[config.mk]
export PLATFORM = sky130hd
export DESIGN_NAME = uart_tx_arbiter_flat
export DESIGN_NICKNAME = d
export VERILOG_FILES = /design/src/rtl/uart_tx_arbiter_pkg.sv /design/src/rtl/uart_tx_arbiter_if.sv /design/src/rtl/uart_tx_arbiter_cmd_byte_fifo.sv /design/src/rtl/uart_tx_arbiter.sv /design/src/flat_wrapper.sv
export SDC_FILE = /design/constraint.sdc
export NUM_CORES = 1
export LEC_CHECK = 0
export BUFFER_PORTS_ARGS = -buffer_cell sky130_fd_sc_hd__buf_2
export CORE_MARGIN = 2
export CORE_UTILIZATION = 47
export CTS_BUF_LIST = sky130_fd_sc_hd__clkbuf_4
export CTS_CLUSTER_SIZE = 20
export DETAILED_ROUTE_END_ITERATION = 8
export GPL_ROUTABILITY_DRIVEN = 0
export PLACE_DENSITY = 0.69
export SLEW_MARGIN = 20
export SYNTH_ARGS = -nofsm -noshare
export SYNTH_HDL_FRONTEND = slang
export SYNTH_SLANG_ARGS = --single-unit
[constraint.sdc]
create_clock -name clk -period 3 [get_ports clk]
set_input_delay 0.3 -clock clk [delete_from_list [all_inputs] [get_ports clk]]
set_output_delay 0.3 -clock clk [all_outputs]
set_load 0.01 [all_outputs]
[src/rtl/uart_tx_arbiter_pkg.sv]
// Shared definitions for the UART TX arbiter: FSM encoding and the ASCII constants
// used by the command/status path.
package uart_tx_arbiter_pkg;

  localparam logic [1:0] ST_IDLE      = 2'd0;
  localparam logic [1:0] ST_ISSUE     = 2'd1;
  localparam logic [1:0] ST_WAIT_ACK  = 2'd2;
  localparam logic [1:0] ST_WAIT_DONE = 2'd3;

  typedef enum logic [1:0] {
    StIdle     = ST_IDLE,
    StIssue    = ST_ISSUE,
    StWaitAck  = ST_WAIT_ACK,
    StWaitDone = ST_WAIT_DONE
  } arbState_e;

  localparam logic [7:0] ACK_CHAR     = 8'h2A;  // "*"
  localparam logic [7:0] ERR_CHAR     = 8'h21;  // "!"
  localparam logic [7:0] DIGIT_OFFSET = 8'd48;  // "0"

  function automatic logic [7:0] digitChar(input logic [3:0] digit);
    return DIGIT_OFFSET + {4'd0, digit};
  endfunction

endpackage

[src/rtl/uart_tx_arbiter_if.sv]
// Bundles the command strobe, dump stream, UART write side and status outputs.
// master = requesters/UART side, slave = the arbiter.
interface uart_tx_arbiter_if #(
  parameter int unsigned CMD_DEPTH = 4,
  parameter int unsigned CNT_W     = 16
);
  localparam int unsigned CntW = $clog2(CMD_DEPTH) + 1;

  logic [7:0]       cmd_data;
  logic             cmd_wr;
  logic [7:0]       dat_data;
  logic             dat_valid;
  logic             dat_last;
  logic             dat_ready;
  logic             dat_abort;
  logic             tx_busy;
  logic [7:0]       tx_data;
  logic             tx_wr;
  logic             in_packet;
  logic [CntW-1:0]  cmd_count;
  logic             cmd_overflow;
  logic             clr_overflow;
  logic [CNT_W-1:0] bytes_sent;

  modport master (
    output cmd_data, cmd_wr, dat_data, dat_valid, dat_last, dat_abort, tx_busy, clr_overflow,
    input  dat_ready, tx_data, tx_wr, in_packet, cmd_count, cmd_overflow, bytes_sent
  );

  modport slave (
    input  cmd_data, cmd_wr, dat_data, dat_valid, dat_last, dat_abort, tx_busy, clr_overflow,
    output dat_ready, tx_data, tx_wr, in_packet, cmd_count, cmd_overflow, bytes_sent
  );

endinterface

[src/rtl/uart_tx_arbiter_cmd_byte_fifo.sv]
// Small synchronous byte FIFO for the command path. A push while full is accepted
// only when a pop frees a slot in the same cycle.
module cmd_byte_fifo
  import uart_tx_arbiter_pkg::*;
#(
  parameter int unsigned CMD_DEPTH = 4
) (
  input  logic                       clk,
  input  logic                       rst_n,
  input  logic                       push,
  input  logic                       pop,
  input  logic [7:0]                 din,
  output logic [7:0]                 dout,
  output logic                       full,
  output logic                       empty,
  output logic [$clog2(CMD_DEPTH):0] count
);
  localparam int unsigned PtrW = $clog2(CMD_DEPTH);
  localparam logic [PtrW-1:0] PtrOne = (PtrW)'(1);
  localparam logic [PtrW:0]   CntOne = (PtrW + 1)'(1);
  localparam logic [PtrW:0]   DepthC = (PtrW + 1)'(CMD_DEPTH);

  logic [7:0]      mem [CMD_DEPTH];
  logic [PtrW-1:0] wrPtr, rdPtr;
  logic [PtrW:0]   cnt;
  logic            doPush, doPop;

  assign empty  = (cnt == '0);
  assign full   = (cnt == DepthC);
  assign doPop  = pop && !empty;
  assign doPush = push && (!full || doPop);
  assign dout   = mem[rdPtr];
  assign count  = cnt;

  always_ff @(posedge clk or negedge rst_n) begin
    if (!rst_n) begin
      wrPtr <= '0;
      rdPtr <= '0;
      cnt   <= '0;
    end else begin
      if (doPush) wrPtr <= wrPtr + PtrOne;
      if (doPop)  rdPtr <= rdPtr + PtrOne;
      case ({doPush, doPop})
        2'b10:   cnt <= cnt + CntOne;
        2'b01:   cnt <= cnt - CntOne;
        default: cnt <= cnt;
      endcase
    end
  end

  always_ff @(posedge clk) begin
    if (doPush) mem[wrPtr] <= din;
  end

endmodule

[src/rtl/uart_tx_arbiter.sv]
// Shares one UART transmitter between the command strobe path (queued in a FIFO)
// and the record-dump stream, keeping dump packets contiguous on the wire.
module uart_tx_arbiter
  import uart_tx_arbiter_pkg::*;
#(
  parameter int unsigned CMD_DEPTH = 4,
  parameter int unsigned CNT_W     = 16
) (
  input logic              clk,
  input logic              rst_n,
  uart_tx_arbiter_if.slave bus
);
  localparam logic [CNT_W-1:0] SentOne = (CNT_W)'(1);

  arbState_e                  stateQ, stateD;
  logic                       inPacketQ, inPacketD;
  logic [7:0]                 txDataQ, txDataD;
  logic [CNT_W-1:0]           bytesSentQ;
  logic                       overflowQ;
  logic                       datReady;
  logic                       fifoPop, fifoFull, fifoEmpty;
  logic [7:0]                 fifoHead;
  logic [$clog2(CMD_DEPTH):0] fifoCount;
  logic                       dropped;

  cmd_byte_fifo #(
    .CMD_DEPTH (CMD_DEPTH)
  ) u_cmd_fifo (
    .clk   (clk),
    .rst_n (rst_n),
    .push  (bus.cmd_wr),
    .pop   (fifoPop),
    .din   (bus.cmd_data),
    .dout  (fifoHead),
    .full  (fifoFull),
    .empty (fifoEmpty),
    .count (fifoCount)
  );

  assign dropped = bus.cmd_wr && fifoFull && !fifoPop;

  always_comb begin
    stateD    = stateQ;
    inPacketD = inPacketQ;
    txDataD   = txDataQ;
    fifoPop   = 1'b0;
    datReady  = 1'b0;
    unique case (stateQ)
      StIdle: begin
        if (!bus.tx_busy) begin
          if (inPacketQ) begin
            // Inside a packet only dump bytes may go out; commands wait.
            if (bus.dat_valid) begin
              datReady  = 1'b1;
              txDataD   = bus.dat_data;
              inPacketD = !bus.dat_last;
              stateD    = StIssue;
            end
          end else if (!fifoEmpty) begin
            fifoPop = 1'b1;
            txDataD = fifoHead;
            stateD  = StIssue;
          end else if (bus.dat_valid) begin
            datReady  = 1'b1;
            txDataD   = bus.dat_data;
            inPacketD = !bus.dat_last;
            stateD    = StIssue;
          end
        end
      end
      StIssue:    stateD = StWaitAck;
      StWaitAck:  stateD = StWaitDone;
      StWaitDone: if (!bus.tx_busy) stateD = StIdle;
      default:    stateD = StIdle;
    endcase
    // Abort ends the packet but never cancels a byte already granted.
    if (bus.dat_abort) inPacketD = 1'b0;
  end

  always_ff @(posedge clk or negedge rst_n) begin
    if (!rst_n) begin
      stateQ     <= StIdle;
      inPacketQ  <= 1'b0;
      txDataQ    <= 8'h00;
      bytesSentQ <= '0;
      overflowQ  <= 1'b0;
    end else begin
      stateQ    <= stateD;
      inPacketQ <= inPacketD;
      txDataQ   <= txDataD;
      if (stateQ == StIssue) bytesSentQ <= bytesSentQ + SentOne;
      if (dropped)               overflowQ <= 1'b1;
      else if (bus.clr_overflow) overflowQ <= 1'b0;
    end
  end

  assign bus.tx_wr        = (stateQ == StIssue);
  assign bus.tx_data      = txDataQ;
  assign bus.dat_ready    = datReady;
  assign bus.in_packet    = inPacketQ;
  assign bus.cmd_count    = fifoCount;
  assign bus.cmd_overflow = overflowQ;
  assign bus.bytes_sent   = bytesSentQ;

endmodule

[src/flat_wrapper.sv]
// flat-port wrapper written by rule: the top's interface ports become plain ports
module uart_tx_arbiter_flat import uart_tx_arbiter_pkg::*;
#(
  parameter int unsigned CMD_DEPTH = 4,
  parameter int unsigned CNT_W     = 16
)
  (clk, rst_n, bus_cmd_data, bus_cmd_wr, bus_dat_data, bus_dat_valid, bus_dat_last, bus_dat_abort, bus_tx_busy, bus_clr_overflow, bus_dat_ready, bus_tx_data, bus_tx_wr, bus_in_packet, bus_cmd_count, bus_cmd_overflow, bus_bytes_sent);
  uart_tx_arbiter_if #(.CMD_DEPTH(CMD_DEPTH), .CNT_W(CNT_W)) bus_i ();
  input logic clk;
  input logic rst_n;
  input wire logic [$bits(bus_i.cmd_data)-1:0] bus_cmd_data;
  input wire logic [$bits(bus_i.cmd_wr)-1:0] bus_cmd_wr;
  input wire logic [$bits(bus_i.dat_data)-1:0] bus_dat_data;
  input wire logic [$bits(bus_i.dat_valid)-1:0] bus_dat_valid;
  input wire logic [$bits(bus_i.dat_last)-1:0] bus_dat_last;
  input wire logic [$bits(bus_i.dat_abort)-1:0] bus_dat_abort;
  input wire logic [$bits(bus_i.tx_busy)-1:0] bus_tx_busy;
  input wire logic [$bits(bus_i.clr_overflow)-1:0] bus_clr_overflow;
  output wire logic [$bits(bus_i.dat_ready)-1:0] bus_dat_ready;
  output wire logic [$bits(bus_i.tx_data)-1:0] bus_tx_data;
  output wire logic [$bits(bus_i.tx_wr)-1:0] bus_tx_wr;
  output wire logic [$bits(bus_i.in_packet)-1:0] bus_in_packet;
  output wire logic [$bits(bus_i.cmd_count)-1:0] bus_cmd_count;
  output wire logic [$bits(bus_i.cmd_overflow)-1:0] bus_cmd_overflow;
  output wire logic [$bits(bus_i.bytes_sent)-1:0] bus_bytes_sent;
  assign bus_i.cmd_data = bus_cmd_data;
  assign bus_i.cmd_wr = bus_cmd_wr;
  assign bus_i.dat_data = bus_dat_data;
  assign bus_i.dat_valid = bus_dat_valid;
  assign bus_i.dat_last = bus_dat_last;
  assign bus_i.dat_abort = bus_dat_abort;
  assign bus_i.tx_busy = bus_tx_busy;
  assign bus_i.clr_overflow = bus_clr_overflow;
  assign bus_dat_ready = bus_i.dat_ready;
  assign bus_tx_data = bus_i.tx_data;
  assign bus_tx_wr = bus_i.tx_wr;
  assign bus_in_packet = bus_i.in_packet;
  assign bus_cmd_count = bus_i.cmd_count;
  assign bus_cmd_overflow = bus_i.cmd_overflow;
  assign bus_bytes_sent = bus_i.bytes_sent;
  uart_tx_arbiter #(.CMD_DEPTH(CMD_DEPTH), .CNT_W(CNT_W)) u_core (.clk(clk), .rst_n(rst_n), .bus(bus_i));
endmodule
==> results.rst <==
.. list-table::
   :header-rows: 1

   * - Metric
     - Value
   * - Outcome
     - finished clean
   * - Mapped Area
     - 2945 sq um
   * - Worst-path cell chain
     - inv_1, ha_1, or3b_1, nor3_2, inv_1, fa_1, inv_1, o21ai_0, mux2i_1
   * - Simple-gate share of the synthesized area
     - 9.346%
   * - Filler cells
     - roughly 500
   * - Dominant combinational cell family by area after synthesis
     - simple AND/OR/NAND/NOR gates
   * - Share of Yosys cell area claimed by the top area cell type
     - 32.63%
   * - Most used cell, CP
     - sky130_fd_sc_hd__inv_1
   * - DRC viols
     - 0
   * - Mapped Nets
     - 236
   * - Port Buf Inserts
     - 54
   * - Vias after detailed routing
     - 1804
   * - Clock latency at the later pin of the worst-skew pair
     - between 400 and 500 ps
   * - Leak pwr
     - 0.001537 uW
   * - Number of iterations in the first detailed-routing pass
     - 4
   * - Post-synth cell types
     - 39
   * - Share of the yosys chip area belonging to registers
     - 62.36%
   * - Main area contributors after synthesis
     - sky130_fd_sc_hd__edfxtp_1 33%, sky130_fd_sc_hd__dfrtp_1 30%, sky130_fd_sc_hd__mux4_2 6.1%
   * - Number of maximum-capacitance violations
     - 0
   * - GRT Resource Usage Total
     - 16.97%
   * - Slowest cell on the critical path
     - sky130_fd_sc_hd__or3b_1
   * - Wire length of the first global-routing pass
     - 8990 microns
   * - Full die area
     - 6916 sq um
   * - Height of the chip
     - 83.16 microns
   * - Fraction of synthesized area in multiplexers
     - 7.901%
   * - H-tree depth
     - 3
   * - Clk sink count
     - 67
   * - Number of flops mapped to enable cells by yosys
     - 32
   * - Initial standard-cell utilization of the core
     - 49.16%
   * - Area of the core
     - 5991 sq um
   * - Fraction of layout cells with a size suffix above 1
     - 30.08%
   * - Remaining number of nets flagged by the antenna check after routing
     - 0
   * - Maximum fanout along the worst path
     - 5
   * - Startpoint of the worst hold path
     - bus_dat_abort
   * - Delay of the slowest critical-path stage
     - about 500 ps
   * - Post-cts sizing count
     - 0
   * - Cell count of the worst hold path
     - 2
   * - Number of warnings reported in the yosys synthesis log
     - 0
   * - Critical Path RT
     - 3310 ps
   * - Number of buffers and inverters on the critical path
     - 3
   * - Kind of cell adding the most delay to the critical path
     - simple AND/OR/NAND/NOR gates
   * - Remaining Overflow, GRT
     - 0
   * - Primary flip-flop cell chosen by synthesis mapping
     - sky130_fd_sc_hd__dfrtp_1
   * - Placed Cells incl. Taps
     - about 320
   * - Clock root buffer
     - sky130_fd_sc_hd__clkbuf_4
   * - Commonest cells after routing, fill and taps aside
     - 54 x sky130_fd_sc_hd__buf_2, 35 x sky130_fd_sc_hd__dfrtp_1, 32 x sky130_fd_sc_hd__edfxtp_1
   * - Compound-cell area share of the yosys netlist
     - 6.287%
   * - Average instance area after synthesis
     - 14.65 sq um
   * - Crit end category
     - register
   * - Antenna cell count
     - 0
   * - Areal power density over the cells
     - 879.5 nW/um^2
   * - Synth Area in Adders
     - 4.928%
   * - Seq cells post-synth
     - 67
   * - Destination of the worst register-to-register timing path
     - u_core.u_cmd_fifo.count[1]
   * - Hold violation total from the final report
     - 0
   * - WHS Endpoint
     - u_core.bus.in_packet
   * - Share of the clock period used by the worst path after layout
     - 80.65%
   * - Post-CTS Repair Setup Buffers
     - 0
   * - Min cycle time layout
     - between 2000 and 2500 ps
   * - Relative max-transition margin
     - between 40% and 50%
   * - Maximum vdd ir drop
     - 0.3838 mV
   * - Number of antenna violations at the first check in global routing
     - 0
   * - Pins Over Slew Limit
     - 0
   * - Number of cells in the finished layout apart from fillers
     - around 340
   * - Data arrival time of the critical path
     - 2730 ps
   * - RSZ-0062 raised after global routing
     - false
   * - Number of cell rows
     - 28
   * - I/O pin count
     - 55
   * - Die Wd
     - 83.16 microns
   * - Initial DRC count
     - 100
   * - Total number of nets in the final design
     - 296
   * - Kind of start point of the critical path
     - register
   * - Clock-pin slew on the worst setup and hold paths
     - 100 ps
   * - Post-detailed-routing wire length
     - 5338 microns
   * - Wire per inst
     - 15.65 microns
   * - Routed vias/inst
     - 5.290
   * - Cell type with the highest aggregate area in the netlist
     - sky130_fd_sc_hd__edfxtp_1
   * - WS Path Type
     - register to register
   * - Maximum buffer depth of the clock tree
     - 2
   * - Sum of negative setup slack
     - 0 ps
   * - Actual transition at the worst max-transition pin
     - 778.2 ps
   * - Most common cell after layout, fill and taps aside
     - sky130_fd_sc_hd__buf_2
   * - HPWL Detailed
     - 3990 microns
   * - Post-synthesis async set-or-reset flop share
     - 52.24%
   * - Clock skew
     - 8.359 ps
   * - Achievable frequency
     - 413.3 MHz
   * - Synthesized instance count
     - approximately 200
   * - Pin count of the biggest net entering global routing
     - 36
   * - Hold Crit Class
     - input pin to register
   * - Worst hold slack across all endpoints
     - around 20 ps
   * - Synthesis-to-layout area growth
     - 16.48%
   * - Number of global-route vias before repair
     - 1812
   * - R2R cell count
     - 9
   * - Worst setup slack for register-to-register paths
     - 580 ps
   * - CTS tree
     - done
   * - Launching point of the worst reg2reg path
     - u_core.stateQ[0]
   * - Post-Synth XOR/XNOR Area
     - 5.947%
   * - Final setup fails
     - 0
   * - CTS buffer count
     - 9
==> metal layers <==
metal / share of wire [%] / wire length, microns / vias up / global-route usage [%]
li1: - / - / 862 / -
met1: 46 / 2444 / 873 / 22.76
met4: 3.3 / 174 / 0 / 10.13
met2: 46 / 2438 / 54 / 24.56
met3: 5.3 / 281 / 15 / 4.871
met5: 0 / 0 / - / 0
==> metrics by stage <==
step	utilization, %	total power, uW	worst slack, ps	cell area, sq um
after floorplan	-	2125	778.9	2945
after global placement	54.59	2368	689.5	3271
after detailed placement	54.59	2410	594.0	3271
after CTS	57.27	3049	587.6	3431
after global routing	57.27	3231	379.6	3431
final	57.27	3017	580.6	3431
==> final cells by class <==
class	count	area, sq um	area share (%)
flip-flops and latches	67	1837	53.54
clock inverters	7	82.58	2.407
clock buffers	9	67.56	1.969
well taps	75	93.84	2.735
repair buffers	56	287.8	8.388
multi-input cells	114	1013	29.54
inverters	13	48.80	1.422
==> where the power goes <==
group | leakage [uW] | internal, uW | switching [uW]
Combinational | 0.000721 | 484 | 454
Clock | 0.0000761 | 327 | 311
Sequential | 0.000740 | 1220 | 221
Total | 0.00154 | 2030 | 985
==> state kept, by name, summed over array words and instances (netlist names) <==
name,count
u_core.bus.bytes_sent,16
u_core.bus.cmd_overflow,1
u_core.bus.in_packet,1
u_core.bus.tx_data,8
u_core.stateQ,2
u_core.u_cmd_fifo.count,3
u_core.u_cmd_fifo.mem,32
u_core.u_cmd_fifo.rdPtr,2
u_core.u_cmd_fifo.wrPtr,2
==> worst max path at each step <==
stage | from | to | slack (ps) | depth (start not counted)
after detailed placement | u_core.stateQ[0] | u_core.u_cmd_fifo.count[1] | 590 | 9
after CTS | u_core.stateQ[0] | u_core.u_cmd_fifo.count[1] | 590 | 9
after global routing | u_core.stateQ[1] | u_core.u_cmd_fifo.count[2] | 380 | 9
after global placement | u_core.stateQ[0] | u_core.u_cmd_fifo.count[1] | 690 | 9
after floorplan | u_core.stateQ[0] | u_core.u_cmd_fifo.count[2] | 780 | 9
final | u_core.stateQ[0] | u_core.u_cmd_fifo.count[1] | 580 | 9
==> kinds of logic after synthesis <==
logic type      Yosys count
fa+ha+maj                11
buf+inv                  20
xor+xnor                 20
mux                      13
simple gates             47
flops                    67
compound gates           23
==> cell usage after synthesis (2+ instances only) <==
cell and count:
sky130_fd_sc_hd__and2_1 4, sky130_fd_sc_hd__a21oi_1 6, sky130_fd_sc_hd__nor2_1 3, sky130_fd_sc_hd__inv_1 13, sky130_fd_sc_hd__edfxtp_1 32, sky130_fd_sc_hd__dfrtp_1 35, sky130_fd_sc_hd__o21ai_0 3, sky130_fd_sc_hd__nor2b_1 2
sky130_fd_sc_hd__ha_1 10, sky130_fd_sc_hd__and3_1 10, sky130_fd_sc_hd__xnor2_1 13, sky130_fd_sc_hd__a221o_1 8, sky130_fd_sc_hd__xor2_1 7, sky130_fd_sc_hd__nand4_1 5, sky130_fd_sc_hd__nand3_1 4, sky130_fd_sc_hd__nor3_1 4
sky130_fd_sc_hd__mux2_2 2, sky130_fd_sc_hd__mux4_2 8, sky130_fd_sc_hd__mux2i_1 3, sky130_fd_sc_hd__nand2_1 7, sky130_fd_sc_hd__clkbuf_1 3, sky130_fd_sc_hd__buf_6 2
==> timing repair <==
item | in CTS | in global routing
hold buffers | 1 | 0
setup endpoints to repair | 0 | 0
endpoints found under the hold margin | 35 | 0
Note: power is estimated with default switching activity, not from simulation.
